<file path="src/rtl/mem_copy_engine_pkg.sv">
// Shared definitions for the memory copy/fill engine: FSM state encoding and mode constants.
package mem_copy_engine_pkg;

    typedef enum logic [1:0] {
        ST_IDLE = 2'd0,
        ST_RD   = 2'd1,
        ST_WR   = 2'd2,
        ST_DONE = 2'd3
    } state_e;

    localparam logic MODE_COPY = 1'b0;
    localparam logic MODE_FILL = 1'b1;

endpackage

</file>
<file path="src/rtl/mem_addr_gen.sv">
// Address generator: latched source/destination bases, word index and end-of-block compare.
module mem_addr_gen #(
    parameter int unsigned ADDR_W = 16,
    parameter int unsigned LEN_W  = 16
) (
    input  logic              clk_i,
    input  logic              rst_n_i,
    input  logic              load_i,
    input  logic              advance_i,
    input  logic [ADDR_W-1:0] src_i,
    input  logic [ADDR_W-1:0] dst_i,
    input  logic [LEN_W-1:0]  len_i,
    output logic [ADDR_W-1:0] rd_addr_o,
    output logic [ADDR_W-1:0] wr_addr_o,
    output logic              last_o
);

    logic [ADDR_W-1:0] src_q;
    logic [ADDR_W-1:0] dst_q;
    logic [LEN_W-1:0]  len_q;
    logic [LEN_W-1:0]  idx_q;
    logic [LEN_W-1:0]  idx_d;

    always_comb begin
        idx_d = idx_q;
        if (load_i) begin
            idx_d = '0;
        end else if (advance_i) begin
            idx_d = idx_q + LEN_W'(1);
        end
    end

    always_ff @(posedge clk_i) begin
        if (!rst_n_i) begin
            src_q <= '0;
            dst_q <= '0;
            len_q <= '0;
            idx_q <= '0;
        end else begin
            if (load_i) begin
                src_q <= src_i;
                dst_q <= dst_i;
                len_q <= len_i;
            end
            idx_q <= idx_d;
        end
    end

    // Sums truncate to ADDR_W so blocks wrap past the top of the address space.
    assign rd_addr_o = src_q + ADDR_W'(idx_q);
    assign wr_addr_o = dst_q + ADDR_W'(idx_q);
    assign last_o    = (idx_q == len_q - LEN_W'(1));

endmodule

</file>
<file path="src/rtl/mem_copy_engine.sv">
// Small DMA initiator on the CPU data-memory port: copies a block of words or fills it with a constant.
module mem_copy_engine
    import mem_copy_engine_pkg::*;
#(
    parameter int unsigned ADDR_W = 16,
    parameter int unsigned DATA_W = 16,
    parameter int unsigned LEN_W  = 16
) (
    input  logic              Clock,
    input  logic              Resetn,
    input  logic              Start,
    input  logic              Mode,
    input  logic [ADDR_W-1:0] SrcAddr,
    input  logic [ADDR_W-1:0] DstAddr,
    input  logic [LEN_W-1:0]  Length,
    input  logic [DATA_W-1:0] FillData,
    input  logic              Abort,
    output logic              Busy,
    output logic              Done,
    output logic [LEN_W-1:0]  WordsDone,
    output logic [ADDR_W-1:0] Adresa,
    output logic [DATA_W-1:0] WD,
    output logic              MemWrite,
    output logic              MemRead,
    input  logic [DATA_W-1:0] ReadData
);

    state_e            state_q;
    logic              mode_q;
    logic [DATA_W-1:0] fill_q;
    logic [DATA_W-1:0] buf_q;
    logic [LEN_W-1:0]  words_q;

    logic              load;
    logic              advance;
    logic              last;
    logic [ADDR_W-1:0] rd_addr;
    logic [ADDR_W-1:0] wr_addr;

    assign load    = (state_q == ST_IDLE) && Start;
    assign advance = (state_q == ST_WR);

    mem_addr_gen #(
        .ADDR_W (ADDR_W),
        .LEN_W  (LEN_W)
    ) u_addr_gen (
        .clk_i     (Clock),
        .rst_n_i   (Resetn),
        .load_i    (load),
        .advance_i (advance),
        .src_i     (SrcAddr),
        .dst_i     (DstAddr),
        .len_i     (Length),
        .rd_addr_o (rd_addr),
        .wr_addr_o (wr_addr),
        .last_o    (last)
    );

    always_ff @(posedge Clock) begin
        if (!Resetn) begin
            state_q <= ST_IDLE;
            mode_q  <= MODE_COPY;
            fill_q  <= '0;
            buf_q   <= '0;
            words_q <= '0;
        end else begin
            case (state_q)
                ST_IDLE: begin
                    if (Start) begin
                        mode_q  <= Mode;
                        fill_q  <= FillData;
                        words_q <= '0;
                        if (Length == '0) begin
                            state_q <= ST_DONE;
                        end else if (Mode == MODE_FILL) begin
                            state_q <= ST_WR;
                        end else begin
                            state_q <= ST_RD;
                        end
                    end
                end
                ST_RD: begin
                    buf_q   <= ReadData;
                    state_q <= Abort ? ST_IDLE : ST_WR;
                end
                ST_WR: begin
                    // The write decoded this cycle commits even when aborted, so it is counted.
                    words_q <= words_q + LEN_W'(1);
                    if (Abort) begin
                        state_q <= ST_IDLE;
                    end else if (last) begin
                        state_q <= ST_DONE;
                    end else if (mode_q == MODE_FILL) begin
                        state_q <= ST_WR;
                    end else begin
                        state_q <= ST_RD;
                    end
                end
                ST_DONE: state_q <= ST_IDLE;
                default: state_q <= ST_IDLE;
            endcase
        end
    end

    // Strobes are also gated by Resetn so a reset edge can never commit a write.
    always_comb begin
        Busy     = (state_q == ST_RD) || (state_q == ST_WR);
        Done     = (state_q == ST_DONE);
        MemRead  = (state_q == ST_RD) && Resetn;
        MemWrite = (state_q == ST_WR) && Resetn;
        Adresa   = '0;
        WD       = '0;
        if (state_q == ST_RD) begin
            Adresa = rd_addr;
        end else if (state_q == ST_WR) begin
            Adresa = wr_addr;
            WD     = (mode_q == MODE_FILL) ? fill_q : buf_q;
        end
    end

    assign WordsDone = words_q;

endmodule

</file>
<file path="config.mk">
export PLATFORM = sky130hd
export DESIGN_NAME = mem_copy_engine
export DESIGN_NICKNAME = d
export VERILOG_FILES = /design/src/rtl/mem_copy_engine_pkg.sv /design/src/rtl/mem_addr_gen.sv /design/src/rtl/mem_copy_engine.sv
export SDC_FILE = /design/constraint.sdc
export NUM_CORES = 1
export LEC_CHECK = 0
export ABC_AREA = 1
export CORE_MARGIN = 2
export CORE_UTILIZATION = 48
export DETAILED_ROUTE_END_ITERATION = 10
export PLACE_DENSITY = 0.75
export REMOVE_ABC_BUFFERS = 1
export SLEW_MARGIN = 0
export SYNTH_ARGS = -nofsm -noshare
export SYNTH_HDL_FRONTEND = slang
export SYNTH_SLANG_ARGS = --single-unit
</file>
<file path="constraint.sdc">
create_clock -name Clock -period 6.1 [get_ports Clock]
set_clock_uncertainty 0.2 [all_clocks]
set_input_delay 1.22 -clock Clock [delete_from_list [all_inputs] [get_ports Clock]]
set_output_delay 1.22 -clock Clock [all_outputs]
set_load 0.01 [all_outputs]
</file>
==> reports/results.txt, run 1 <==
Unique masters post-synth: 47
Worst Path Required: 4.68 ns
fin area: 8780 um^2
minimum clock period: 4.87 ns
# fillers: 1270
CTS tree: done
hold crit path type: reg -> reg
reg2reg start: state_q[1]
Post-CTS Hold Buffers: 0
commonest non-fill, non-tap cell in the layout: nor2_1
Final Cycle Share: 79.8%
Layout Cells excl Fill: 1311
Max-Cap Viols: 0
Ports: 137
Max Freq: 0.205 GHz
largest family of logic cells by synthesized area: simple AND/OR/NAND/NOR gates
Cell Rows: 43
CP endpoint: Adresa[12]
PnR worst setup slack: 1.23 ns
initial antenna violation count: 0
total number of vias: 6724
vias in the first global route: 6267
Antenna Nets Post-Route: 0
Syn Area/Cell: 6.75 um^2
r2r setup slk: 3.37 ns
TritonRoute pass-1 iters: 5
Critical Path Start: u_addr_gen.idx_q[0]
Hold WS: 0.276 ns
share of layout cells above drive strength 1: 6.28%
post-CTS setup buffers: 0
Syn Inst Count: 991
adder-cell share of the synthesized area: 7.52%
# nets final: 1242
Max IR drop VDD: 0.237 mV
PortBufs: 136
Worst slew margin: 53.2%
Layout area overhead: 31.4%
simple-gate share of the synthesized area: 29.9%
Primary FF master, synth: dfxtp_1
Finished Core Util: 64.0%
setup violators final: 0
crit path kind: reg -> out
post-synthesis mux area share: 0%
drt first-iter violations: 397
Cell Pwr Density: 263 nW/um^2
drt total wl: 17.2 mm
status: finished, final reports clean
ant diodes: 0
final hold viol count: 0
WL per Instance: 13.1 um
Crit path arrival time: 3.45 ns
WHS Path Cells: 2
Final Total Pwr: 2.31 mW
worst r2r dst: WordsDone[14]
pre-CTS setup slack: 1.69 ns
HPWL Detailed: 12.5 mm
DIE HEIGHT: 122 um
#FFs+latches synth: 115
CP max FO: 6
Overflow after GRT: 0
yosys synthesis warning count: 0
GRT Total Usage: 24.1%
first-pass GRT wire length: 28.7 mm
Post-Synth XOR/XNOR Area: 3.48%
crit start category: flop
drc violations: 0
die width: 122 um
RSZ-0062 raised after global routing: false
clk_lat worst skew: 0.42 ns
routed vias/inst: 5.13
total CTS buffers: 17
post-place instance area: 8180 um^2
number of enable flip-flop cells after synthesis: 0
Cells after DPL: 1279
clk sinks: 115
Synth async-reset ratio: 0%
Static Leak: 3.72 nW
largest net degree at the start of global routing: 80
Least-Margin Pin Slew: 0.702 ns
H-tree Lvls: 4
Die ar.: 14900 um^2
post-CTS sizing: 0
crit end category: output pin
root buffer cell: clkbuf_16
sequential-to-total area share from yosys stat: 34.4%
R2R depth: 13
clock slew at reported path FFs: 0.05 ns
Max Slew Vio Count: 0
commonest non-fill, non-tap cells in the layout: 231 x nor2_1, 146 x nand2_1, 136 x o21ai_0
Initial Utilization: 48.7%
clk buf depth: 2
synthesized area: 6690 um^2
Core ar.: 13700 um^2
Synth Area in Compound Gates: 18.3%
TNS Setup: 0 ns
RD Place Congestion: 0.905
layout make-up:
cell class	instances	area, um^2	share of cell area (%)
clock inverters	12	156	1.78
multi-input cells	765	3960	45.1
flip-flops and latches	115	2300	26.2
repair buffers	142	1400	16.0
inverters	77	289	3.29
clock buffers	20	447	5.08
well taps	180	225	2.56
registers in the layout (all words and copies together) (netlist names):
| name | flops |
|---|---|
| u_addr_gen.dst_q | 16 |
| u_addr_gen.src_q | 16 |
| state_q | 2 |
| u_addr_gen.len_q | 16 |
| mode_q | 1 |
| buf_q | 16 |
| WordsDone | 16 |
| fill_q | 16 |
| u_addr_gen.idx_q | 16 |
synthesized netlist by cell type, types with 5 or more instances:
cell type,instances,area [um^2]
a21o_1,6,45.0
a21oi_1,68,340
clkbuf_1,32,120
dfxtp_1,115,2300
ha_1,37,463
inv_1,71,267
inv_2,5,18.8
nand2_1,146,548
nand3_1,44,220
nand4_1,8,50.1
nor2_1,231,867
nor2_2,9,56.3
nor3_1,6,30.0
o21ai_0,136,681
o22ai_1,6,37.5
xnor2_1,12,105
xor2_1,12,105
worst min path at each step:
stage / from / end / slack (ns)
finish: fill_q[14] / fill_q[14] / 0.28
global route: fill_q[12] / fill_q[12] / 0.30
CTS: fill_q[14] / fill_q[14] / 0.28
detailed placement: fill_q[14] / fill_q[14] / 0.27
global placement: fill_q[13] / fill_q[13] / 0.26
floorplan: u_addr_gen.len_q[1] / u_addr_gen.len_q[1] / 0.25
where the power goes:
part           internal, mW  switching [mW]
combinational         0.186           0.251
clock                 0.652           0.362
sequential            0.815          0.0414
total                  1.65           0.654
cell families after synthesis:
family | count (synthesis)
fa+ha+maj | 39
xor+xnor | 25
flops | 115
simple gates | 469
buf+inv | 111
compound gates | 232
metal layers:
| layer | wire length, um | GRT usage (%) | vias to the layer above | share of wire (%) |
|---|---|---|---|---|
| met5 | 0 | 0 | - | 0 |
| met4 | 212 | 7.69 | 0 | 1.2 |
| met3 | 1070 | 6.79 | 25 | 6.2 |
| met2 | 7990 | 39.9 | 182 | 46 |
| met1 | 7960 | 30.4 | 2982 | 46 |
| li1 | - | - | 3535 | - |
worst max-delay path, cell delays in order, from the launching register on:
cell and delay (ns):
dfxtp_1 0.44, ha_1 0.22, inv_1 0.06, fa_1 0.39
inv_1 0.07, nand3_1 0.06, nand2_1 0.12, a21oi_1 0.13
o21ai_0 0.29, a31oi_1 0.17, o21ai_0 0.23, nor2_1 0.06
o21ai_0 0.23, clkdlybuf4s50_1 0.58
(Power assumes the default switching activity.)
==> run 2: changes to the inputs <==
- clock period: 6.1 -> 4.6 ns (I/O delays scaled with it)
==> run 2 against run 1 <==
Clock power rose by 26%; sequential share of layout area rose by 0.11 points; clock-buffer cell count fell by 2; critical path type unchanged; first-iteration DRC count rose by 12%; largest power group unchanged; final area fell by 0.30%.
==> reports/results.txt, run 2 (synthesis results as in run 1) <==
status: finished, final reports clean
share of layout cells above drive strength 1: 6.54%
total number of vias: 6856
largest net degree at the start of global routing: 79
clk buf depth: 2
crit end category: output pin
total CTS buffers: 17
# nets final: 1243
Cell Pwr Density: 342 nW/um^2
RSZ-0062 raised after global routing: false
fin area: 8760 um^2
vias in the first global route: 6599
GRT Total Usage: 24.9%
Overflow after GRT: 0
routed vias/inst: 5.23
CTS tree: done
Layout area overhead: 31.0%
Die ar.: 14900 um^2
Max Freq: 0.232 GHz
minimum clock period: 4.32 ns
drt total wl: 17.9 mm
Ports: 137
crit-path cells: ha_1 > fa_1 > nand3_1 > nand3_1 > nand2_1 > nand2_1 > a21oi_1 > inv_1 > a21o_1 > nand2_1 > nand2_1 > a21oi_1 > o21ai_0 > o21ai_0 > clkdlybuf4s50_1
ant diodes: 0
Static Leak: 3.72 nW
RD Place Congestion: 0.902
max incr delay on CP: 0.57 ns
CP max stage cell: clkdlybuf4s50_1
Antenna Nets Post-Route: 0
crit path kind: reg -> out
die width: 122 um
Hold WS: 0.277 ns
Crit path arrival time: 3.20 ns
clk_lat worst skew: 0.42 ns
Max IR drop VDD: 0.268 mV
CP max FO: 6
Core ar.: 13700 um^2
H-tree Lvls: 4
hold crit path type: reg -> reg
clock slew at reported path FFs: 0.06 ns
Max-Cap Viols: 0
Worst slew margin: 53.2%
root buffer cell: clkbuf_16
initial antenna violation count: 0
DIE HEIGHT: 122 um
first-pass GRT wire length: 29.9 mm
Cell Rows: 43
final hold viol count: 0
Worst Path Required: 3.48 ns
HPWL Detailed: 12.5 mm
drc violations: 0
commonest non-fill, non-tap cell in the layout: nor2_1
commonest non-fill, non-tap cells in the layout: 231 x nor2_1, 146 x nand2_1, 135 x clkdlybuf4s50_1
crit start category: flop
Crit path top cell by count: nand2_1
Max Slew Vio Count: 0
post-place instance area: 8190 um^2
Initial Utilization: 48.7%
clk sinks: 115
setup violators final: 0
drt first-iter violations: 444
TNS Setup: 0 ns
WL per Instance: 13.6 um
PortBufs: 136
Least-Margin Pin Slew: 0.703 ns
Post-CTS Hold Buffers: 0
TritonRoute pass-1 iters: 6
Final Cycle Share: 93.9%
## run 2: changes by cell type in the layout (fill, tap and decap cells not counted)
cell | before | now
buf_4 | 6 | 7
bufinv_16 | 3 | 2
clkbuf_1 | 2 | 1
clkbuf_8 | 1 | 0
clkinv_2 | 2 | 4
clkinv_4 | 2 | 3
clkinvlp_4 | 4 | 3
dfxtp_1 | 115 | 113
dfxtp_2 | 0 | 2
o21ai_0 | 136 | 134
o21ai_1 | 1 | 3
## run 2: worst max-delay path, delay by kind of cell (launching register included)
kind                       cells  cell delay [ns]
adders and majority gates      2             0.64
and+or+nand+nor                6             0.42
AOI/OAI and AO/OA              5             0.67
DFF                            1             0.35
buffers and inverters          2             0.68
## run 2: final cells by class
cell class,count,area [um^2]
Timing Repair Buffer,143,1410
Fill cell,1301,4960
Multi-Input combinational cell,765,3960
Clock inverter,13,138
Tap cell,180,225
Sequential cell,115,2300
Clock buffer,18,429
Inverter,77,289
## run 2: power breakdown
| group | internal, mW | total [mW] | switching [mW] |
|---|---|---|---|
| registers | 1.08 | 1.14 | 0.0563 |
| clock network | 0.792 | 1.27 | 0.483 |
| logic | 0.247 | 0.586 | 0.339 |
## run 2: path summary, 6_finish.rpt
check | to | startpoint | cells after the start | slack [ns]
min | fill_q[4] | fill_q[4] | 2 | 0.28
max reg2reg | WordsDone[9] | state_q[1] | 9 | 2.03
max | Adresa[12] | u_addr_gen.idx_q[0] | 15 | 0.28
min reg2reg | fill_q[4] | fill_q[4] | 2 | 0.28
## run 2: layer usage
metal,up-vias,wire length (um),global-route usage [%]
met2,204,8380,43.0
met1,3091,7890,30.0
li1,3536,-,-
met3,25,1320,7.63
met4,0,261,6.75
met5,-,0,0
## run 2: stage by stage
step,power [mW],instances,util [%],setup WS (ns)
2_1_floorplan,1.50,957,-,1.21
3_3_place_gp,1.73,1280,59.7,0.537
3_5_place_dp,1.74,1280,59.7,0.493
4_1_cts,3.01,1311,63.8,0.0520
5_1_grt,3.15,1311,63.8,0.0213
6_report,3.00,1311,63.8,0.281
## run 2: timing repair
action | 4_1_cts | 5_1_grt
setup endpoints to repair | 0 | 2
gates resized for setup | 0 | 4
buffers inserted | 0 | 0
